**src/rtl/iir_pkg.sv**
```systemverilog
// Shared widths and round-half-up / saturate helpers for the IIR output drain.
package iir_pkg;

    localparam int unsigned IN_WIDTH_DEF  = 38;
    localparam int unsigned OUT_WIDTH_DEF = 13;
    localparam int unsigned CALC_W        = 64;
    localparam int unsigned SUM_W         = CALC_W + 1;

    // Round half up, then arithmetic shift; one guard bit so the offset cannot wrap.
    function automatic logic signed [SUM_W-1:0] round_half_up(
        input logic signed [CALC_W-1:0] x,
        input int unsigned              shift
    );
        logic signed [SUM_W-1:0] sum;
        sum = SUM_W'(x);
        if (shift > 0) begin
            sum = sum + (SUM_W'(1) <<< (shift - 1));
        end
        return sum >>> shift;
    endfunction

    function automatic logic signed [SUM_W-1:0] lim_hi(input int unsigned out_w);
        return (SUM_W'(1) <<< (out_w - 1)) - SUM_W'(1);
    endfunction

    function automatic logic signed [SUM_W-1:0] lim_lo(input int unsigned out_w);
        return -(SUM_W'(1) <<< (out_w - 1));
    endfunction

    function automatic logic signed [CALC_W-1:0] round_sat(
        input logic signed [CALC_W-1:0] x,
        input int unsigned              shift,
        input int unsigned              out_w
    );
        logic signed [SUM_W-1:0] q;
        q = round_half_up(x, shift);
        if (q > lim_hi(out_w)) begin
            q = lim_hi(out_w);
        end else if (q < lim_lo(out_w)) begin
            q = lim_lo(out_w);
        end
        return CALC_W'(q);
    endfunction

    function automatic logic round_clips(
        input logic signed [CALC_W-1:0] x,
        input int unsigned              shift,
        input int unsigned              out_w
    );
        logic signed [SUM_W-1:0] q;
        q = round_half_up(x, shift);
        return (q > lim_hi(out_w)) || (q < lim_lo(out_w));
    endfunction

endpackage

```
**src/rtl/iir_drain_fifo.sv**
```systemverilog
// Power-of-two FIFO with extra-MSB pointers; simultaneous push and pop always succeed.
module iir_drain_fifo #(
    parameter int unsigned DEPTH = 4,
    parameter int unsigned WIDTH = 13
) (
    input  logic             clk,
    input  logic             rst_n,
    input  logic             push,
    input  logic             pop,
    input  logic [WIDTH-1:0] wdata,
    output logic [WIDTH-1:0] rdata,
    output logic             full,
    output logic             empty
);

    localparam int unsigned AW = $clog2(DEPTH);
    localparam int unsigned PW = AW + 1;

    logic [WIDTH-1:0] mem [DEPTH];
    logic [PW-1:0]    wptr;
    logic [PW-1:0]    rptr;
    logic             do_push;
    logic             do_pop;

    assign empty   = (wptr == rptr);
    assign full    = (wptr[AW] != rptr[AW]) && (wptr[AW-1:0] == rptr[AW-1:0]);
    assign do_pop  = pop && !empty;
    assign do_push = push && (!full || do_pop);

    always_ff @(posedge clk or negedge rst_n) begin
        if (!rst_n) begin
            wptr <= '0;
            rptr <= '0;
        end else begin
            if (do_push) wptr <= wptr + PW'(1);
            if (do_pop)  rptr <= rptr + PW'(1);
        end
    end

    // When full, the write slot is the head being popped; the read sees the old word.
    always_ff @(posedge clk) begin
        if (do_push) mem[wptr[AW-1:0]] <= wdata;
    end

    assign rdata = empty ? '0 : mem[rptr[AW-1:0]];

endmodule

```
**src/rtl/iir_out_drain.sv**
```systemverilog
// IIR result requantizer feeding a small output FIFO.
// Macro IIR_DRAIN_STATS_EN enables the sat/overflow/drop_cnt statistics registers.
module iir_out_drain
    import iir_pkg::*;
#(
    parameter int unsigned IN_WIDTH  = IN_WIDTH_DEF,
    parameter int unsigned OUT_WIDTH = OUT_WIDTH_DEF,
    parameter int unsigned SHIFT     = 14,
    parameter int unsigned DEPTH     = 4
) (
    input  logic                 clk,
    input  logic                 reset,
    input  logic                 clken,
    input  logic [IN_WIDTH-1:0]  result,
    output logic [OUT_WIDTH-1:0] out_data,
    output logic                 out_valid,
    input  logic                 out_ready,
    output logic                 sat,
    output logic                 overflow,
    output logic [7:0]           drop_cnt
);

    logic signed [CALC_W-1:0] result_ext;
    logic [OUT_WIDTH-1:0]     s1_data;
    logic                     s1_valid;
    logic                     full;
    logic                     empty;
    logic                     pop;
    logic                     push;

    assign result_ext = CALC_W'(signed'(result));

    // Stage 1: requantized sample and its valid, one cycle behind clken.
    always_ff @(posedge clk or negedge reset) begin
        if (!reset) begin
            s1_valid <= 1'b0;
            s1_data  <= '0;
        end else begin
            s1_valid <= clken;
            if (clken) s1_data <= OUT_WIDTH'(round_sat(result_ext, SHIFT, OUT_WIDTH));
        end
    end

    assign out_valid = !empty;
    assign pop       = out_valid && out_ready;
    assign push      = s1_valid && (!full || pop);

    iir_drain_fifo #(
        .DEPTH (DEPTH),
        .WIDTH (OUT_WIDTH)
    ) u_fifo (
        .clk   (clk),
        .rst_n (reset),
        .push  (push),
        .pop   (pop),
        .wdata (s1_data),
        .rdata (out_data),
        .full  (full),
        .empty (empty)
    );

`ifdef IIR_DRAIN_STATS_EN
    logic drop;

    assign drop = s1_valid && full && !pop;

    // Sticky flags and a saturating drop counter.
    always_ff @(posedge clk or negedge reset) begin
        if (!reset) begin
            sat      <= 1'b0;
            overflow <= 1'b0;
            drop_cnt <= '0;
        end else begin
            if (clken && round_clips(result_ext, SHIFT, OUT_WIDTH)) sat <= 1'b1;
            if (drop) begin
                overflow <= 1'b1;
                if (drop_cnt != 8'hFF) drop_cnt <= drop_cnt + 8'd1;
            end
        end
    end
`else
    assign sat      = 1'b0;
    assign overflow = 1'b0;
    assign drop_cnt = 8'd0;
`endif

endmodule

```
**config.mk**
```make
export PLATFORM = sky130hd
export DESIGN_NAME = iir_out_drain
export DESIGN_NICKNAME = d
export VERILOG_FILES = /design/src/rtl/iir_pkg.sv /design/src/rtl/iir_drain_fifo.sv /design/src/rtl/iir_out_drain.sv
export SDC_FILE = /design/constraint.sdc
export NUM_CORES = 1
export LEC_CHECK = 0
export CORE_UTILIZATION = 40
export CTS_CLUSTER_SIZE = 14
export DETAILED_ROUTE_END_ITERATION = 6
export PLACE_DENSITY = 0.72
export SLEW_MARGIN = 10
export SYNTH_ARGS = -nofsm -noshare
export SYNTH_HDL_FRONTEND = slang
export SYNTH_HIERARCHICAL = 1
export SYNTH_SLANG_ARGS = --single-unit
```
**constraint.sdc**
```tcl
create_clock -name clk -period 5.5 [get_ports clk]
set_clock_uncertainty 0.05 [all_clocks]
set_input_delay 1.1 -clock clk [delete_from_list [all_inputs] [get_ports clk]]
set_output_delay 1.1 -clock clk [all_outputs]
set_load 0.01 [all_outputs]
```
==> impl_results.md <==
* Post-synth top cells: edfxtp_1 (52), dfrtp_1 (20), xnor2_1 (18)
* Clk sinks at 72
* Dominant synthesized flop cell: edfxtp_1
* Drt drc at 0
* Maximum vdd drop at 0.000210 V
* GRT Overall Usage at 14.4%
* Mapped Area at 0.00377 mm2
* Critical Path Sink Type: output pin
* Top cell type's share of synthesized area at 41.4%
* Initial Util at 41.0%
* Setup CP Type: reg -> out
* Bufs on Longest Clock Path at 2
* Worst-path clk slew at 70 ps
* Pwr Total at 2.05 mW
* Critical path startpoint category: register
* Sequential share of power at 39.6%
* RePlAce Congestion at 0.875
* WHS Path Cells at 1
* ANT cells at 0
* Fillers at 818
* Die Wd at 99.1 um
* Net Switching at 0.662 mW
* Die footprint at 0.00983 mm2
* Power per standard cell area at 463 mW/mm2
* Endpoints failing hold at 0
* Setup violations, final at 0
* HPWL after DPL at 4640 um
* Largest net degree at the start of global routing at 29
* Row cnt at 35
* Vias per Instance at 5.30
* Top post-synthesis cells by area: edfxtp_1 (41%), dfrtp_1 (13%), mux4_2 (7.2%)
* CTS resizes at 0
* Worst Path Required at 4350 ps
* Total grt overflow at 0
* Slew margin rel. at 36.0%
* P&R area growth vs syn at 17.0%
* Core area at 0.00920 mm2
* Fin crit share at 72.8%
* Total clock buffers created by CTS at 9
* CP max-delay cell: dfrtp_1
* Async set-reset flop share out of synthesis at 27.8%
* Combinational Power Share at 40.4%
* Yosys top cell by area: edfxtp_1
* Post-synth EDFFs at 52
* Top-count cell post-synth: edfxtp_1
* Setup_tns at 0 ps
* FF+latch count, synth at 72
* CP Max Fanout at 16
* Drt wl/cell at 15.1 um
* Port Buffers at 42
* Vias at 2,286
* Syn Inst Count at 275
* Switching Share at 32.3%
* Depth of the CTS H-tree at 3
* 1st-pass router iterations at 4
* Clock share of power at 20.1%
* # IOs at 66
* Setup repair bufs after CTS at 0
* Max-cap violations at 0
* # nets final at 363
* First-pass GRT wire length at 10,700 um
* Hold_buf cts at 0
* Die span in y at 99.1 um
* Sequential-to-total area share from yosys stat at 54.6%
* Cell Int Power at 1.38 mW
* Worst-Skew Late Latency at 340 ps
* Period minus WS final at 4000 ps
* Post-Route WL at 6530 um
* Drt first-iter violations at 103
* Worst slack, placed at 1700 ps
* Vias in the first global route at 2,218
* Final worst setup slack at 1500 ps
* CP max stage delay at 850 ps
* Max Fclk at 250 MHz
* Slew @ Worst Pin at 957 ps
* Crit path cell chain: xor2_4, nor3_2, nor2b_1, clkdlybuf4s50_1
* Mean Syn Cell Area at 13.7 um2
* Run status: complete, no violations
* CTS tree: done
* Root buffer cell: clkbuf_8
* Share of layout cells above drive strength 1 at 18.1%
* Hold Path Class: reg -> reg
* Leakage power at 1.51 nW
* Fin util at 48.0%
* RSZ-0062 raised after global routing: false
* Max Slew Vio Count at 0
* Reg2Reg Depth at 5
* Crit path DAT at 2850 ps
* Yosys cell types at 53
* Initial antenna violation count at 0
* Yosys warns at 6
* Post-route ant nets at 0
## cells in the final DEF (no fill, tap or decap), drive strengths merged, types with 2 or more instances in the layout
| cell | synthesis | final |
|---|---|---|
| and4 | 4 | 4 |
| clkdlybuf4s50 | 0 | 42 |
| or3 | 2 | 2 |
| nand3 | 11 | 11 |
| dfrtp | 20 | 20 |
| nand2 | 7 | 7 |
| mux2 | 2 | 2 |
| xor2 | 5 | 5 |
| xnor2 | 18 | 18 |
| edfxtp | 52 | 52 |
| a31oi | 2 | 2 |
| o22ai | 14 | 14 |
| o31ai | 2 | 2 |
| o21ai | 16 | 16 |
| inv | 7 | 7 |
| mux4 | 13 | 13 |
| clkinv | 0 | 4 |
| a2111oi | 2 | 2 |
| o41ai | 3 | 3 |
| buf | 20 | 3 |
| clkbuf | 5 | 10 |
| ha | 6 | 6 |
| o21a | 2 | 2 |
| nor2b | 14 | 14 |
| nand4 | 5 | 5 |
| nor2 | 14 | 14 |
| nor3 | 6 | 6 |
| and3 | 8 | 8 |
| conb | 1 | 10 |
## routing by layer
metal / global-route usage, % / vias to the layer above / part of all wire (%)
met3: 3.58 / 7 / 5.3
met2: 23.8 / 83 / 48
met1: 18.4 / 1077 / 46
met4: 5.43 / 0 / 1.2
li1: - / 1119 / -
met5: 0 / - / 0
## layout make-up
type	instances	area [um2]	share of cell area [%]
Clock buffer	10	138	3.12
Clock inverter	6	68.8	1.56
Inverter	7	26.3	0.595
Multi-Input combinational cell	180	1540	34.9
Sequential cell	72	2060	46.7
Tap cell	111	139	3.14
Timing Repair Buffer	45	443	10.0
## registers in the layout (all words and copies together) (netlist names)
register / count
u_fifo/mem: 52
u_fifo/rptr: 3
s1_data: 13
u_fifo/wptr: 3
s1_valid: 1
## kinds of logic (layout without fill, tap and decap cells)
| family | after synthesis | in the layout | share of synthesized area [%] |
|---|---|---|---|
| xor gates and xnor gates | 23 | 23 | 6.33 |
| muxes | 15 | 15 | 8.45 |
| AOI/OAI and AO/OA | 48 | 48 | 10.8 |
| DFF | 72 | 72 | 54.6 |
| adders and majority gates | 6 | 6 | 1.99 |
| and+or+nand+nor | 78 | 78 | 12.3 |
| other | 1 | 10 | 0.0993 |
| buffers and inverters | 32 | 68 | 5.44 |
## critical path, delay by kind of cell (launching register included)
kind                      cells  cell delay [ps]
xor gates and xnor gates      1              220
buffers and inverters         1              520
DFF                           1              850
and+or+nand+nor               2              910
## path summary, 6_finish.rpt
| kind | end | startpoint | slack [ps] |
|---|---|---|---|
| max | out_data[5] | u_fifo/rptr[1] | 1500 |
| min | u_fifo/wptr[2] | u_fifo/wptr[2] | 480 |
| max reg2reg | u_fifo/mem[1][5] | u_fifo/rptr[1] | 1830 |
| min reg2reg | u_fifo/wptr[2] | u_fifo/wptr[2] | 480 |
| max in group asynchronous | s1_valid | reset | 3570 |
| min in group asynchronous | u_fifo/rptr[2] | reset | 1240 |
## power groups by stage
stage	Sequential [mW]	Combinational, mW	Clock, mW
after floorplan	0.779	0.566	0
after global placement	0.814	0.829	0
after detailed placement	0.823	0.844	0
after CTS	0.813	0.846	0.423
after global routing	0.825	0.903	0.443
final	0.809	0.826	0.411
## stage by stage
step | cell area (um2) | hold slack [ps] | cells
after floorplan | 3810 | 426 | 284
after detailed placement | 4210 | 465 | 415
after CTS | 4420 | 484 | 431
after global placement | 4210 | 452 | 415
after global routing | 4420 | 497 | 431
final | 4420 | 481 | 431
Note: power is estimated with default switching activity, not from simulation.
